===== src/rtl/uart_rx_frame_ctrl_if.sv =====
// Byte-stream side and framed-payload side of the UART frame controller.
// The slave modport is the controller; the master modport is the UART/sink side.
interface uart_rx_frame_ctrl_if;
  logic [7:0] In_data;
  logic       In_data_vld;
  logic       In_ready;
  logic [7:0] Out_data;
  logic       Out_data_vld;
  logic       Out_last;
  logic [4:0] Out_len;
  logic       Out_err;
  logic [1:0] Out_err_code;
  logic       Out_drop;
  logic       Out_busy;

  modport master (
    output In_data, In_data_vld, In_ready,
    input  Out_data, Out_data_vld, Out_last, Out_len,
    input  Out_err, Out_err_code, Out_drop, Out_busy
  );

  modport slave (
    input  In_data, In_data_vld, In_ready,
    output Out_data, Out_data_vld, Out_last, Out_len,
    output Out_err, Out_err_code, Out_drop, Out_busy
  );
endinterface


===== src/rtl/uart_rx_frame_ctrl.sv =====
// Parses HEADER/LEN/payload/CHK frames from a UART byte stream, buffers the payload
// and replays it downstream with a valid/ready handshake.
module uart_rx_frame_ctrl #(
  parameter logic [7:0] HEADER         = 8'hA5,
  parameter int         MAX_LEN        = 16,
  parameter int         TIMEOUT_CYCLES = 100000
) (
  input  logic                 Clk,
  input  logic                 Rst,
  uart_rx_frame_ctrl_if.slave  bus
);

  typedef enum logic [2:0] {S_IDLE, S_LEN, S_DATA, S_CHK, S_SEND} state_t;

  localparam int              CNT_W     = $clog2(TIMEOUT_CYCLES + 1);
  localparam logic [CNT_W-1:0] CNT_LAST = CNT_W'(TIMEOUT_CYCLES - 1);
  localparam logic [7:0]      MAX_LEN_B = 8'(MAX_LEN);

  localparam logic [1:0] ERR_CHK = 2'b01;
  localparam logic [1:0] ERR_LEN = 2'b10;
  localparam logic [1:0] ERR_TMO = 2'b11;

  state_t           state, state_nxt;
  logic [4:0]       len, wr_idx, rd_idx;
  logic [7:0]       chk;
  logic [CNT_W-1:0] tmo_cnt;
  logic [7:0]       pay_mem [32];
  logic             err_q, drop_q;
  logic [1:0]       err_code_q;

  logic             vld, tmo_on, tmo_hit, len_bad, chk_ok, wr_last, rd_last;
  logic             err_set, drop_set;
  logic [1:0]       err_code_set;
  logic [7:0]       out_data;
  logic             out_vld, out_last;
  logic [4:0]       out_len;

  assign vld     = bus.In_data_vld;
  assign tmo_on  = (state == S_LEN) || (state == S_DATA) || (state == S_CHK);
  // A strobe in the terminal-count cycle wins over the timeout.
  assign tmo_hit = tmo_on && !vld && (tmo_cnt == CNT_LAST);
  assign len_bad = (bus.In_data == 8'd0) || (bus.In_data > MAX_LEN_B);
  assign chk_ok  = (bus.In_data == chk);
  assign wr_last = (wr_idx == len - 5'd1);
  assign rd_last = (rd_idx == len - 5'd1);

  // NOTE: sequential state uses non-blocking assignments so every register samples pre-edge values.
  always_ff @(posedge Clk or posedge Rst) begin
    if (Rst) state <= S_IDLE;
    else     state <= state_nxt;
  end

  always_comb begin
    // NOTE: defaulting every comb output first keeps this block free of inferred latches.
    state_nxt = state;
    unique case (state)
      S_IDLE: if (vld && bus.In_data == HEADER) state_nxt = S_LEN;
      S_LEN: begin
        if (vld)          state_nxt = len_bad ? S_IDLE : S_DATA;
        else if (tmo_hit) state_nxt = S_IDLE;
      end
      S_DATA: begin
        if (vld) begin
          if (wr_last) state_nxt = S_CHK;
        end else if (tmo_hit) begin
          state_nxt = S_IDLE;
        end
      end
      S_CHK: begin
        if (vld)          state_nxt = chk_ok ? S_SEND : S_IDLE;
        else if (tmo_hit) state_nxt = S_IDLE;
      end
      S_SEND: if (bus.In_ready && rd_last) state_nxt = S_IDLE;
      default: state_nxt = S_IDLE;
    endcase
  end

  always_comb begin
    err_set      = 1'b0;
    err_code_set = 2'b00;
    drop_set     = 1'b0;
    out_vld      = 1'b0;
    out_data     = 8'h00;
    out_last     = 1'b0;
    out_len      = 5'd0;
    unique case (state)
      S_LEN: begin
        if (vld && len_bad) begin err_set = 1'b1; err_code_set = ERR_LEN; end
        else if (tmo_hit)   begin err_set = 1'b1; err_code_set = ERR_TMO; end
      end
      S_DATA: begin
        if (tmo_hit) begin err_set = 1'b1; err_code_set = ERR_TMO; end
      end
      S_CHK: begin
        if (vld && !chk_ok) begin err_set = 1'b1; err_code_set = ERR_CHK; end
        else if (tmo_hit)   begin err_set = 1'b1; err_code_set = ERR_TMO; end
      end
      S_SEND: begin
        out_vld  = 1'b1;
        out_data = pay_mem[rd_idx];
        out_last = rd_last;
        out_len  = len;
        drop_set = vld;
      end
      default: ;
    endcase
  end

  always_ff @(posedge Clk or posedge Rst) begin
    if (Rst) begin
      len        <= 5'd0;
      chk        <= 8'h00;
      wr_idx     <= 5'd0;
      rd_idx     <= 5'd0;
      tmo_cnt    <= '0;
      err_q      <= 1'b0;
      err_code_q <= 2'b00;
      drop_q     <= 1'b0;
    end else begin
      err_q  <= err_set;
      drop_q <= drop_set;
      if (err_set) err_code_q <= err_code_set;

      if (!tmo_on || vld || state_nxt != state) tmo_cnt <= '0;
      else                                      tmo_cnt <= tmo_cnt + CNT_W'(1);

      unique case (state)
        S_LEN: if (vld && !len_bad) begin
          len    <= bus.In_data[4:0];
          chk    <= bus.In_data;
          wr_idx <= 5'd0;
        end
        S_DATA: if (vld) begin
          chk    <= chk ^ bus.In_data;
          wr_idx <= wr_idx + 5'd1;
        end
        S_CHK:  if (vld) rd_idx <= 5'd0;
        S_SEND: if (bus.In_ready) rd_idx <= rd_idx + 5'd1;
        default: ;
      endcase
    end
  end

  // NOTE: the payload memory is deliberately not reset; a slot is only read after DATA wrote it.
  always_ff @(posedge Clk) begin
    if (state == S_DATA && vld) pay_mem[wr_idx] <= bus.In_data;
  end

  assign bus.Out_data     = out_data;
  assign bus.Out_data_vld = out_vld;
  assign bus.Out_last     = out_last;
  assign bus.Out_len      = out_len;
  assign bus.Out_err      = err_q;
  assign bus.Out_err_code = err_code_q;
  assign bus.Out_drop     = drop_q;
  assign bus.Out_busy     = (state != S_IDLE);

endmodule


===== src/flat_wrapper.sv =====
// flat-port wrapper written by rule: the top's interface ports become plain ports
module uart_rx_frame_ctrl_flat 
#(
  parameter logic [7:0] HEADER         = 8'hA5,
  parameter int         MAX_LEN        = 16,
  parameter int         TIMEOUT_CYCLES = 100000
)
  (Clk, Rst, bus_In_data, bus_In_data_vld, bus_In_ready, bus_Out_data, bus_Out_data_vld, bus_Out_last, bus_Out_len, bus_Out_err, bus_Out_err_code, bus_Out_drop, bus_Out_busy);
  uart_rx_frame_ctrl_if bus_i ();
  input  logic Clk;
  input  logic Rst;
  input wire logic [$bits(bus_i.In_data)-1:0] bus_In_data;
  input wire logic [$bits(bus_i.In_data_vld)-1:0] bus_In_data_vld;
  input wire logic [$bits(bus_i.In_ready)-1:0] bus_In_ready;
  output wire logic [$bits(bus_i.Out_data)-1:0] bus_Out_data;
  output wire logic [$bits(bus_i.Out_data_vld)-1:0] bus_Out_data_vld;
  output wire logic [$bits(bus_i.Out_last)-1:0] bus_Out_last;
  output wire logic [$bits(bus_i.Out_len)-1:0] bus_Out_len;
  output wire logic [$bits(bus_i.Out_err)-1:0] bus_Out_err;
  output wire logic [$bits(bus_i.Out_err_code)-1:0] bus_Out_err_code;
  output wire logic [$bits(bus_i.Out_drop)-1:0] bus_Out_drop;
  output wire logic [$bits(bus_i.Out_busy)-1:0] bus_Out_busy;
  assign bus_i.In_data = bus_In_data;
  assign bus_i.In_data_vld = bus_In_data_vld;
  assign bus_i.In_ready = bus_In_ready;
  assign bus_Out_data = bus_i.Out_data;
  assign bus_Out_data_vld = bus_i.Out_data_vld;
  assign bus_Out_last = bus_i.Out_last;
  assign bus_Out_len = bus_i.Out_len;
  assign bus_Out_err = bus_i.Out_err;
  assign bus_Out_err_code = bus_i.Out_err_code;
  assign bus_Out_drop = bus_i.Out_drop;
  assign bus_Out_busy = bus_i.Out_busy;
  uart_rx_frame_ctrl #(.HEADER(HEADER), .MAX_LEN(MAX_LEN), .TIMEOUT_CYCLES(TIMEOUT_CYCLES)) u_core (.Clk(Clk), .Rst(Rst), .bus(bus_i));
endmodule

===== config.mk =====
export PLATFORM = sky130hd
export DESIGN_NAME = uart_rx_frame_ctrl_flat
export DESIGN_NICKNAME = d
export VERILOG_FILES = /design/src/rtl/uart_rx_frame_ctrl_if.sv /design/src/rtl/uart_rx_frame_ctrl.sv /design/src/flat_wrapper.sv
export SDC_FILE = /design/constraint.sdc
export NUM_CORES = 1
export LEC_CHECK = 0
export BUFFER_PORTS_ARGS = -buffer_cell sky130_fd_sc_hd__buf_2
export CAP_MARGIN = 20
export CORE_MARGIN = 2
export CORE_UTILIZATION = 45
export CTS_CLUSTER_SIZE = 30
export DETAILED_ROUTE_END_ITERATION = 10
export PLACE_DENSITY = 0.71
export SYNTH_ARGS = -nofsm -noshare
export SYNTH_HDL_FRONTEND = slang
export SYNTH_SLANG_ARGS = --single-unit

===== constraint.sdc =====
create_clock -name Clk -period 2.2 [get_ports Clk]
set_input_delay 0.11 -clock Clk [delete_from_list [all_inputs] [get_ports Clk]]
set_output_delay 0.11 -clock Clk [all_outputs]
set_load 0.02 [all_outputs]

# --- After elaboration in Yosys (flattened, before gate mapping) ---
# Memory sizes are Yosys's and may differ from the RTL's.
# Cells that the tools add are included.
op_classes:
  addsub: 4
  n_lt_le_gt_ge: 1
  eq_ne: 14
  n_mux: 35
  bitwise: 1
  n_reduce_logical: 25
ops:
  columns: ["operator", "n"]
  rows:
  - ["2-to-1 mux 5 bit", 5]
  - ["2-to-1 mux 3 bit", 8]
  - ["2-to-1 mux 8 bit", 3]
  - ["case mux 5 bit (2 select lines)", 2]
  - ["adder 17 x 1 -> 17 bit (second input constant)", 1]
  - ["== test 17 bit (second input constant)", 1]
  - ["2-to-1 mux 17 bit", 1]
  - ["case mux 8 bit (2 select lines)", 1]
  - ["case mux 3 bit (5 select lines)", 1]
  - ["adder 5 x 1 -> 5 bit (second input constant)", 2]
  - ["== test 5 bit", 2]
  - ["== test 8 bit", 1]
  - ["== test 8 bit (second input constant)", 1]
  - ["greater-than comparator 8 x 5 -> 1 bit (second input constant)", 1]
  - ["logical AND 1 bit", 8]
  - ["logical NOT 8 bit", 1]
  - ["2-to-1 mux 1 bit", 8]
  - ["2-to-1 mux 2 bit", 4]
  - ["inequality test 2 bit (second input constant)", 4]
  - ["bitwise XOR 8 bit", 1]
  - ["== test 3 x 2 -> 1 bit (second input constant)", 2]
  - ["case mux 2 bit (3 select lines)", 1]
  - ["AND reduction 3 bit", 2]
  - ["logical OR 1 bit", 5]
  - ["other kinds (10)", 14]
word_totals:
  register_bits: 47
  ram_bits: 256
  input_bits: 12
  output_inout_bits: 20
  word_cells: 90
  memories: 1
mem_list:
  columns: ["memory", "words", "width", "read_ports", "rd_ports_with_merged_regs", "wr", "line_no", "text"]
  rows:
  - ["u_core.pay_mem", 32, 8, 1, 0, 1, "uart_rx_frame_ctrl.sv:27", "logic [7:0] pay_mem [32];"]

# --- Depth between registers and ports, before layout ---
# Gate-level depths: netlist of the first run.
depth:
  word_depth: 11
  ltp_mapped: 8
  ltp_nobuf: 7

# --- Worst setup path after synthesis of the first run ---
# No wires, ideal clock.
synth_timing:
  path_kind: "register to register"
  from: "reg u_core.state[2]"
  to: "mem u_core.pay_mem[28][0], enable pin"
  setup_ns: 0.370
  arrival_time_ns: 1.821
  required_time_ns: 1.830
  setup_slack_ns: 0.008
  stages_incl_launch_ff: 8
  n_path_buf: 3
  synth_period_minus_slack_ns: 2.192
  cell_sequence: "dfrtp_1 -> clkbuf_1 -> nor2b_1 -> and3_1 -> buf_2 -> buf_2 -> nand2_1 -> nor2_1"
synth_via:
  elab_chain_len: 4
synth_lines:
  columns: ["element", "line_no", "text"]
  rows:
  - ["from (decl)", "uart_rx_frame_ctrl.sv:23", "state_t state, state_nxt;"]
  - ["from (signal assigned)", "uart_rx_frame_ctrl.sv:50", "else state <= state_nxt;"]
  - ["== test 3 x 2 -> 1 bit", "uart_rx_frame_ctrl.sv:146", "if (state == S_DATA && vld) pay_mem[wr_idx] <= bus.In_data;"]
  - ["logical AND 1 bit", "uart_rx_frame_ctrl.sv:146", null]
  - ["2-to-1 mux 1 bit", "uart_rx_frame_ctrl.sv:146", null]
  - ["2-to-1 mux 1 bit (not written as such)", "uart_rx_frame_ctrl.sv:146", null]
  - ["to (decl)", "uart_rx_frame_ctrl.sv:27", null]
# Every way passes these cells.

# --- Final worst setup path of the first run ---
layout_timing:
  from: "reg u_core.rd_idx[1]"
  to: "out bus_Out_data[5]"
layout_via:
  elab_chain_len: 2
layout_lines:
  columns: ["element", "line_no", "text"]
  rows:
  - ["from (decl)", "uart_rx_frame_ctrl.sv:24", "logic [4:0] len, wr_idx, rd_idx;"]
  - ["from (signal assigned)", "uart_rx_frame_ctrl.sv:138", "S_SEND: if (bus.In_ready) rd_idx <= rd_idx + 5'd1;"]
  - ["memory read (32 x 8 bit)", null, null]
  - ["2-to-1 mux 8 bit", "uart_rx_frame_ctrl.sv:86", "unique case (state)"]
  - ["to (decl)", "flat_wrapper.sv:15", "output wire logic [$bits(bus_i.Out_data)-1:0] bus_Out_data;"]
# Every way passes these cells.

==> results of run 1 <==
-- worst min path at each step --
stage | endpoint | cells after the start | slack (ps) | start
after global routing | u_core.pay_mem[29][4] | 1 | 20 | bus_In_data[4]
after detailed placement | u_core.chk[4] | 2 | 170 | Rst
after floorplan | u_core.pay_mem[0][0] | 0 | 210 | bus_In_data[0]
after global placement | u_core.chk[4] | 2 | 170 | Rst
final | u_core.pay_mem[29][4] | 1 | 30 | bus_In_data[4]
after CTS | u_core.pay_mem[29][4] | 1 | 20 | bus_In_data[4]
-- critical path: stages (launching register included) --
cell       delay (ps)
dfrtp_4           490
buf_12            160
clkbuf_16         150
mux4_2            420
mux2_4            280
a221oi_2          240
nor2_1            100
buf_4             160
-- through the flow --
step | instance area (um^2) | TNS, ps | worst slack (ps) | cells | power, mW
2_1_floorplan | 12800 | 0 | 8.48 | 801 | 8.88
3_3_place_gp | 13900 | -350 | -83.5 | 1247 | 9.77
3_5_place_dp | 13900 | -288 | -67.0 | 1247 | 9.84
4_1_cts | 15100 | -4040 | -491 | 1320 | 14.9
5_1_grt | 15300 | -4530 | -574 | 1325 | 15.6
6_report | 15300 | -4040 | -499 | 1325 | 15.0
-- registers in the layout (all words and copies together) (netlist names) --
name	flops
u_core.wr_idx	5
u_core.bus.Out_err_code	2
u_core.state	3
u_core.len	5
u_core.chk	8
u_core.rd_idx	5
u_core.pay_mem	256
u_core.bus.Out_drop	1
u_core.bus.Out_err	1
u_core.tmo_cnt	17
-- layout make-up --
| cell class | count | area [um^2] |
|---|---|---|
| clock buffer | 44 | 845 |
| clock inverter | 14 | 80.1 |
| fill | 2148 | 12600 |
| inverter | 12 | 45.0 |
| multi-input combinational | 443 | 3830 |
| sequential | 303 | 8870 |
| tap | 378 | 473 |
| timing repair buffer | 131 | 1150 |
-- logic make-up after synthesis --
kind of cell             count (synthesis)  share of synthesized area
buffers and inverters                   55                     0.0216
multiplexers                           100                      0.120
AND/OR/NAND/NOR                        210                     0.0818
adder cells (fa/ha/maj)                  7                    0.00685
AO/OA/AOI/OAI                           83                     0.0472
flip-flops                             303                      0.693
XOR/XNOR                                43                     0.0300
-- power groups by stage --
| stage | Combinational, mW | Clock, mW | Sequential (mW) |
|---|---|---|---|
| finish | 3.19 | 4.78 | 7.01 |
| global route | 3.46 | 5.07 | 7.05 |
| CTS | 3.03 | 4.86 | 6.99 |
| detailed placement | 2.73 | 0 | 7.12 |
| global placement | 2.67 | 0 | 7.10 |
| floorplan | 1.89 | 0 | 6.98 |
-- cells in the final DEF (no fill, tap or decap), drive strengths merged, types with 4 or more instances in the layout --
cell / instances
buf: 122
dlygate4sd3: 7
nand3: 10
nand3b: 6
mux4: 40
nor2: 82
mux2i: 37
a22oi: 14
a21oi: 27
nand4: 15
inv: 13
nand2b: 11
edfxtp: 256
or3: 5
o21ai: 6
dfrtp: 47
mux2: 23
nand2: 40
o31ai: 4
a22o: 8
clkinv: 13
a311oi: 6
xnor2: 16
and3: 9
xor2: 27
clkbuf: 46
ha: 7
nor3: 8
a221oi: 8
-- per-layer routing --
| metal | up-vias | wire length, um |
|---|---|---|
| met5 | - | 0 |
| met4 | 0 | 805 |
| met3 | 66 | 1960 |
| met2 | 278 | 13700 |
| met1 | 3780 | 12900 |
| li1 | 3324 | - |
-- timing repair --
action / CTS / global route
pin swaps: 16 / 17
hold endpoints to repair: 50 / 0
setup buffers: 7 / 4
gates resized for setup: 36 / 20
hold buffers: 7 / 0
setup endpoints to repair: 9 / 12
cloned: 1 / 2
==> metrics, run 1 <==
EDFF count, synth=between 200 and 300; setup slack, reg-to-reg=between 150 and 200 ps; Peak VDD IR=a little over 0.7 mV; crit-path max FO=7; final core utilization=0.549; worst rel slew slack=0.652; Worst Path Required=between 2000 and 2500 ps; Ys Warns=0; Fin Clk Skew=between 20 and 25 ps; Num CTS Buffers=31; Antenna diodes=0; Int Pwr=roughly 11 mW; Slew Viols, Final=0; Final WS setup=-499 ps; Post-Syn Nets=820; Psw=approximately 4.1 mW; final RePlAce weighted congestion=0.828; drt initial violations=~570; Detail Placement HPWL=19300 um; r2r endpoint=u_core.pay_mem[18][4]; CP Class=reg2out; Static Leak=5.23 nW; Post-synth ARST share=0.155; WL per Instance=around 22 um; global-route wire length before repair=44600 um; status=finished with violations; measured slew at the worst slew-check pin=around 520 ps; fin crit period=2700 ps; Clock Power Share=0.319; Die W=173 um; Die Ht=about 170 um; most common cell in the netlist=edfxtp_1; Tcrit/Tclk final=1.23; antenna violations before repair=1; worst skew pair latency=about 580 ps; CP endpoint kind=output pin; vias in the first global route=7333; hold slack=~32 ps; post-route ant nets=0; Post-Syn Area=~13000 um^2; # DRC=0; GRT Util Overall=0.195; Sw Share=0.275; FMAX=approximately 370 MHz; share of cells above drive strength 1=0.289; crit path launch type=flop; depth of the CTS H-tree=1; Worst R2R Path Depth=5; core area=27900 um^2; post-synth top area cell=edfxtp_1; met1 Use GR=0.283; Worst EP arrival=2590 ps; global route hottest layer=met2; CP endpoint=bus_Out_data[5]; Initial Util=0.459; clk buf depth=3; CTS tree=yes; Flop pwr share=0.468; drt first pass iters=4; Synth Instances=between 800 and 900; routed vias/inst=around 5.6; largest net degree at the start of global routing=36; failing checks=negative setup slack; Port Buffer Count=31; Reg2Reg Launch Point=u_core.state[2]; Main synth FF type=edfxtp_1; CTS clk-pin slew, worst paths=approximately 60 ps; setup violators final=9; GRT overflow=0; Max-Cap Viols=0; DR vias=~7400; die area=between 20000 and 30000 um^2; final hold vios=0; # clock sinks=roughly 300; # rows=61; Synth area leaders=edfxtp_1 (60%), dfrtp_1 (9.2%), mux4_2 (7.0%); Synth top area share=0.601; met2 Track Usage GR=0.309; pwr dens=slightly below 1000 nW/um^2; Worst Setup SP=u_core.rd_idx[1]; Top Ports=32; combinational cell fraction of total power=0.213; area growth from synthesis to layout=19.5%; routed wire length=between 20000 and 30000 um; CTS root buffer=clkbuf_16; Avg Cell Area, Syn=between 15 and 20 um^2; Final #Nets=around 940; synthesized flop and latch total=around 300; unrepaired setup endpoints after global routing=true; GR Util met3=0.0306; Hold Crit Class=in2reg; sequential element share of the synthesized area=0.693; Synth top cells by count=edfxtp_1 (256), nor2_1 (82), dfrtp_1 (47); Unique masters post-synth=57
Power figures use the tool's default switching activity.
==> inputs of run 2 (changes only) <==
--- a/config.mk
+++ b/config.mk
@@ -12,6 +12,9 @@
 export CTS_CLUSTER_SIZE = 30
 export DETAILED_ROUTE_END_ITERATION = 10
 export PLACE_DENSITY = 0.71
+export RECOVER_POWER = 25
+export SETUP_SLACK_MARGIN = 0.02
+export SLEW_MARGIN = 20
 export SYNTH_ARGS = -nofsm -noshare
 export SYNTH_HDL_FRONTEND = slang
 export SYNTH_SLANG_ARGS = --single-unit
==> run 2 against run 1 <==
The flow finishes with violations (max-capacitance violations, max-slew violations, negative setup slack). Sequential share of layout area grew 0.095 points. Sequential cell count is the same. Cell count is the same. Clock skew grew 5.6 ps. First-iteration DRC count grew 0.17%. Highest routed layer unchanged. Wire length grew 0.18%. Worst hold slack gained 260 ps. Critical path type unchanged. Global-route usage is the same. Largest power group unchanged. Utilization shrank 0.090 points.
==> metrics, run 2 (synthesis results as in run 1) <==
status=finished with violations (unchanged); failing checks=max-capacitance violations, max-slew violations, negative setup slack (was negative setup slack); Setup TNS=-4000 ps (was -4040 ps); antenna violations before repair=0 (was 1); Port Buffer Count=31 (unchanged); area growth from synthesis to layout=19.3% (was 19.5%); largest net degree at the start of global routing=36 (unchanged); crit path launch type=flop (unchanged); final hold vios=0 (unchanged); Worst Path Required=2090 ps (about the same); combinational cell fraction of total power=0.213 (about the same); pwr dens=982 nW/um^2 (was 980 nW/um^2); Antenna diodes=0 (unchanged); crit-path max FO=7 (unchanged); Sw Share=0.275 (about the same); setup slack, reg-to-reg=180 ps (about the same); FMAX=371 MHz (was 370 MHz); Psw=4.13 mW (was 4.12 mW); # rows=61 (unchanged); CTS tree=yes (unchanged); most common cell after layout, fill and taps aside=edfxtp_1 (unchanged); GRT overflow=0 (unchanged); Clock Power Share=0.319 (about the same); Tcrit/Tclk final=1.22 (was 1.23); Slew Viols, Final=36 (was 0); DP Cell Count=1247 (unchanged); fin crit period=2690 ps (was 2700 ps); r2r endpoint=u_core.pay_mem[18][4] (unchanged); depth of the CTS H-tree=1 (unchanged); worst rel slew slack=-0.0167 (was 0.652); GRT Util Overall=0.195 (unchanged); # DRC=0 (unchanged); Top Registers=u_core.pay_mem: 256 flops, u_core.tmo_cnt: 17 flops, u_core.chk: 8 flops (unchanged); max incr delay on CP=490 ps (about the same); Final WS setup=-492 ps (was -499 ps); Worst EP arrival=2580 ps (was 2590 ps); CTS root buffer=clkbuf_16 (unchanged); CP endpoint kind=output pin (unchanged); Worst Setup SP=u_core.rd_idx[1] (unchanged); # clock sinks=303 (unchanged); dpl ws=-67.0 ps (unchanged); Hold Crit Class=in2async (was in2reg); post-route ant nets=0 (unchanged); share of cells above drive strength 1=0.276 (was 0.289); Num CTS Buffers=31 (unchanged); Max-Cap Viols=1 (was 0); hold slack=290 ps (was 32.3 ps); CP max stage cell=dfrtp_4 (unchanged); die area=29800 um^2 (unchanged); setup violators final=9 (unchanged); Die Ht=173 um (unchanged); flip-flop count of the largest register after layout=256 (unchanged); crit path cell chain=buf_12 -> clkbuf_16 -> mux4_2 -> mux2_4 -> a221oi_2 -> nor2_1 -> buf_4 (unchanged); Reg2Reg Launch Point=u_core.state[2] (unchanged); Detail Placement HPWL=19300 um (unchanged); clk buf depth=3 (unchanged); Static Leak=5.20 nW (was 5.23 nW); final core utilization=0.548 (was 0.549); drt initial violations=573 (was 572); CP endpoint=bus_Out_data[5] (unchanged); core area=27900 um^2 (unchanged); DR vias=7427 (was 7448); Top Ports=32 (unchanged); number of fill cells=2156 (was 2148); CP Class=reg2out (unchanged); Initial Util=0.459 (unchanged); measured slew at the worst slew-check pin=1530 ps (was 522 ps); most frequent cells in the layout=edfxtp_1 (256), nor2_1 (78), buf_4 (73) (was edfxtp_1 (256), buf_4 (79), nor2_1 (78)); global-route wire length before repair=44600 um (unchanged); fin cells=1325 (unchanged); Top reg by flops=u_core.pay_mem (unchanged); Peak VDD IR=0.707 mV (about the same); final RePlAce weighted congestion=0.828 (unchanged); vias in the first global route=7333 (unchanged); Int Pwr=10.9 mW (about the same); drt first pass iters=4 (unchanged); worst skew pair latency=580 ps (about the same); Worst R2R Path Depth=5 (unchanged); routed wire length=29400 um (about the same); WL per Instance=22.2 um (about the same); routed vias/inst=5.61 (was 5.62); Flop pwr share=0.468 (about the same); Final #Nets=941 (unchanged); Die W=173 um (unchanged); Fin Clk Skew=28.3 ps (was 22.7 ps); unrepaired setup endpoints after global routing=true (unchanged); CTS clk-pin slew, worst paths=60 ps (about the same)
[run 2: layout make-up]
cell class,count,area [um^2],share of cell area
inverter,12,45.0,0.00295
clock buffer,44,845,0.0553
tap,378,473,0.0310
clock inverter,14,80.1,0.00525
multi-input combinational,443,3840,0.251
timing repair buffer,131,1120,0.0731
sequential,303,8870,0.581
[run 2: per-layer routing]
layer  global-route usage  part of all wire  up-vias
met2                0.309              0.47      272
met4               0.0548             0.025        0
met5                    0                 0        -
met1                0.283              0.44     3770
li1                     -                 -     3326
met3               0.0306             0.067       59
[run 2: worst min path at each step]
stage | cells past startpoint | from | to
global route | 5 | bus_In_data[7] | u_core.state[2]
global placement | 2 | Rst | u_core.chk[4]
CTS | 1 | bus_In_data[4] | u_core.pay_mem[29][4]
floorplan | 0 | bus_In_data[0] | u_core.pay_mem[0][0]
finish | 3 | Rst | u_core.rd_idx[2]
detailed placement | 2 | Rst | u_core.chk[4]
[run 2: what timing repair did]
| action | in CTS | in global routing |
|---|---|---|
| gates resized for setup | 36 | 21 |
| hold buffers | 7 | 0 |
| setup endpoints to repair | 9 | 12 |
| hold endpoints to repair | 50 | 0 |
| buffers inserted | 7 | 4 |
| pin swaps | 16 | 17 |
| gates cloned | 1 | 2 |
[run 2: metrics by stage]
stage / instance area [um^2] / total power [mW]
floorplan: 12800 / 8.88
global placement: 13900 / 9.77
detailed placement: 13900 / 9.84
CTS: 15100 / 14.9
global route: 15300 / 15.6
finish: 15300 / 15.0
[run 2: worst max-delay path: cells and delay by family (launching register included)]
family / cells / cell delay, ps
buffers and inverters: 3 / 470
AO/OA/AOI/OAI: 1 / 240
AND/OR/NAND/NOR: 1 / 100
flip-flops: 1 / 490
multiplexers: 2 / 700
[run 2: power by group through the flow]
stage,clock [mW],sequential [mW],combinational [mW]
after floorplan,0,6.98,1.89
after global placement,0,7.10,2.67
after detailed placement,0,7.12,2.73
after CTS,4.86,6.99,3.03
after global routing,5.07,7.06,3.45
final,4.79,7.01,3.19
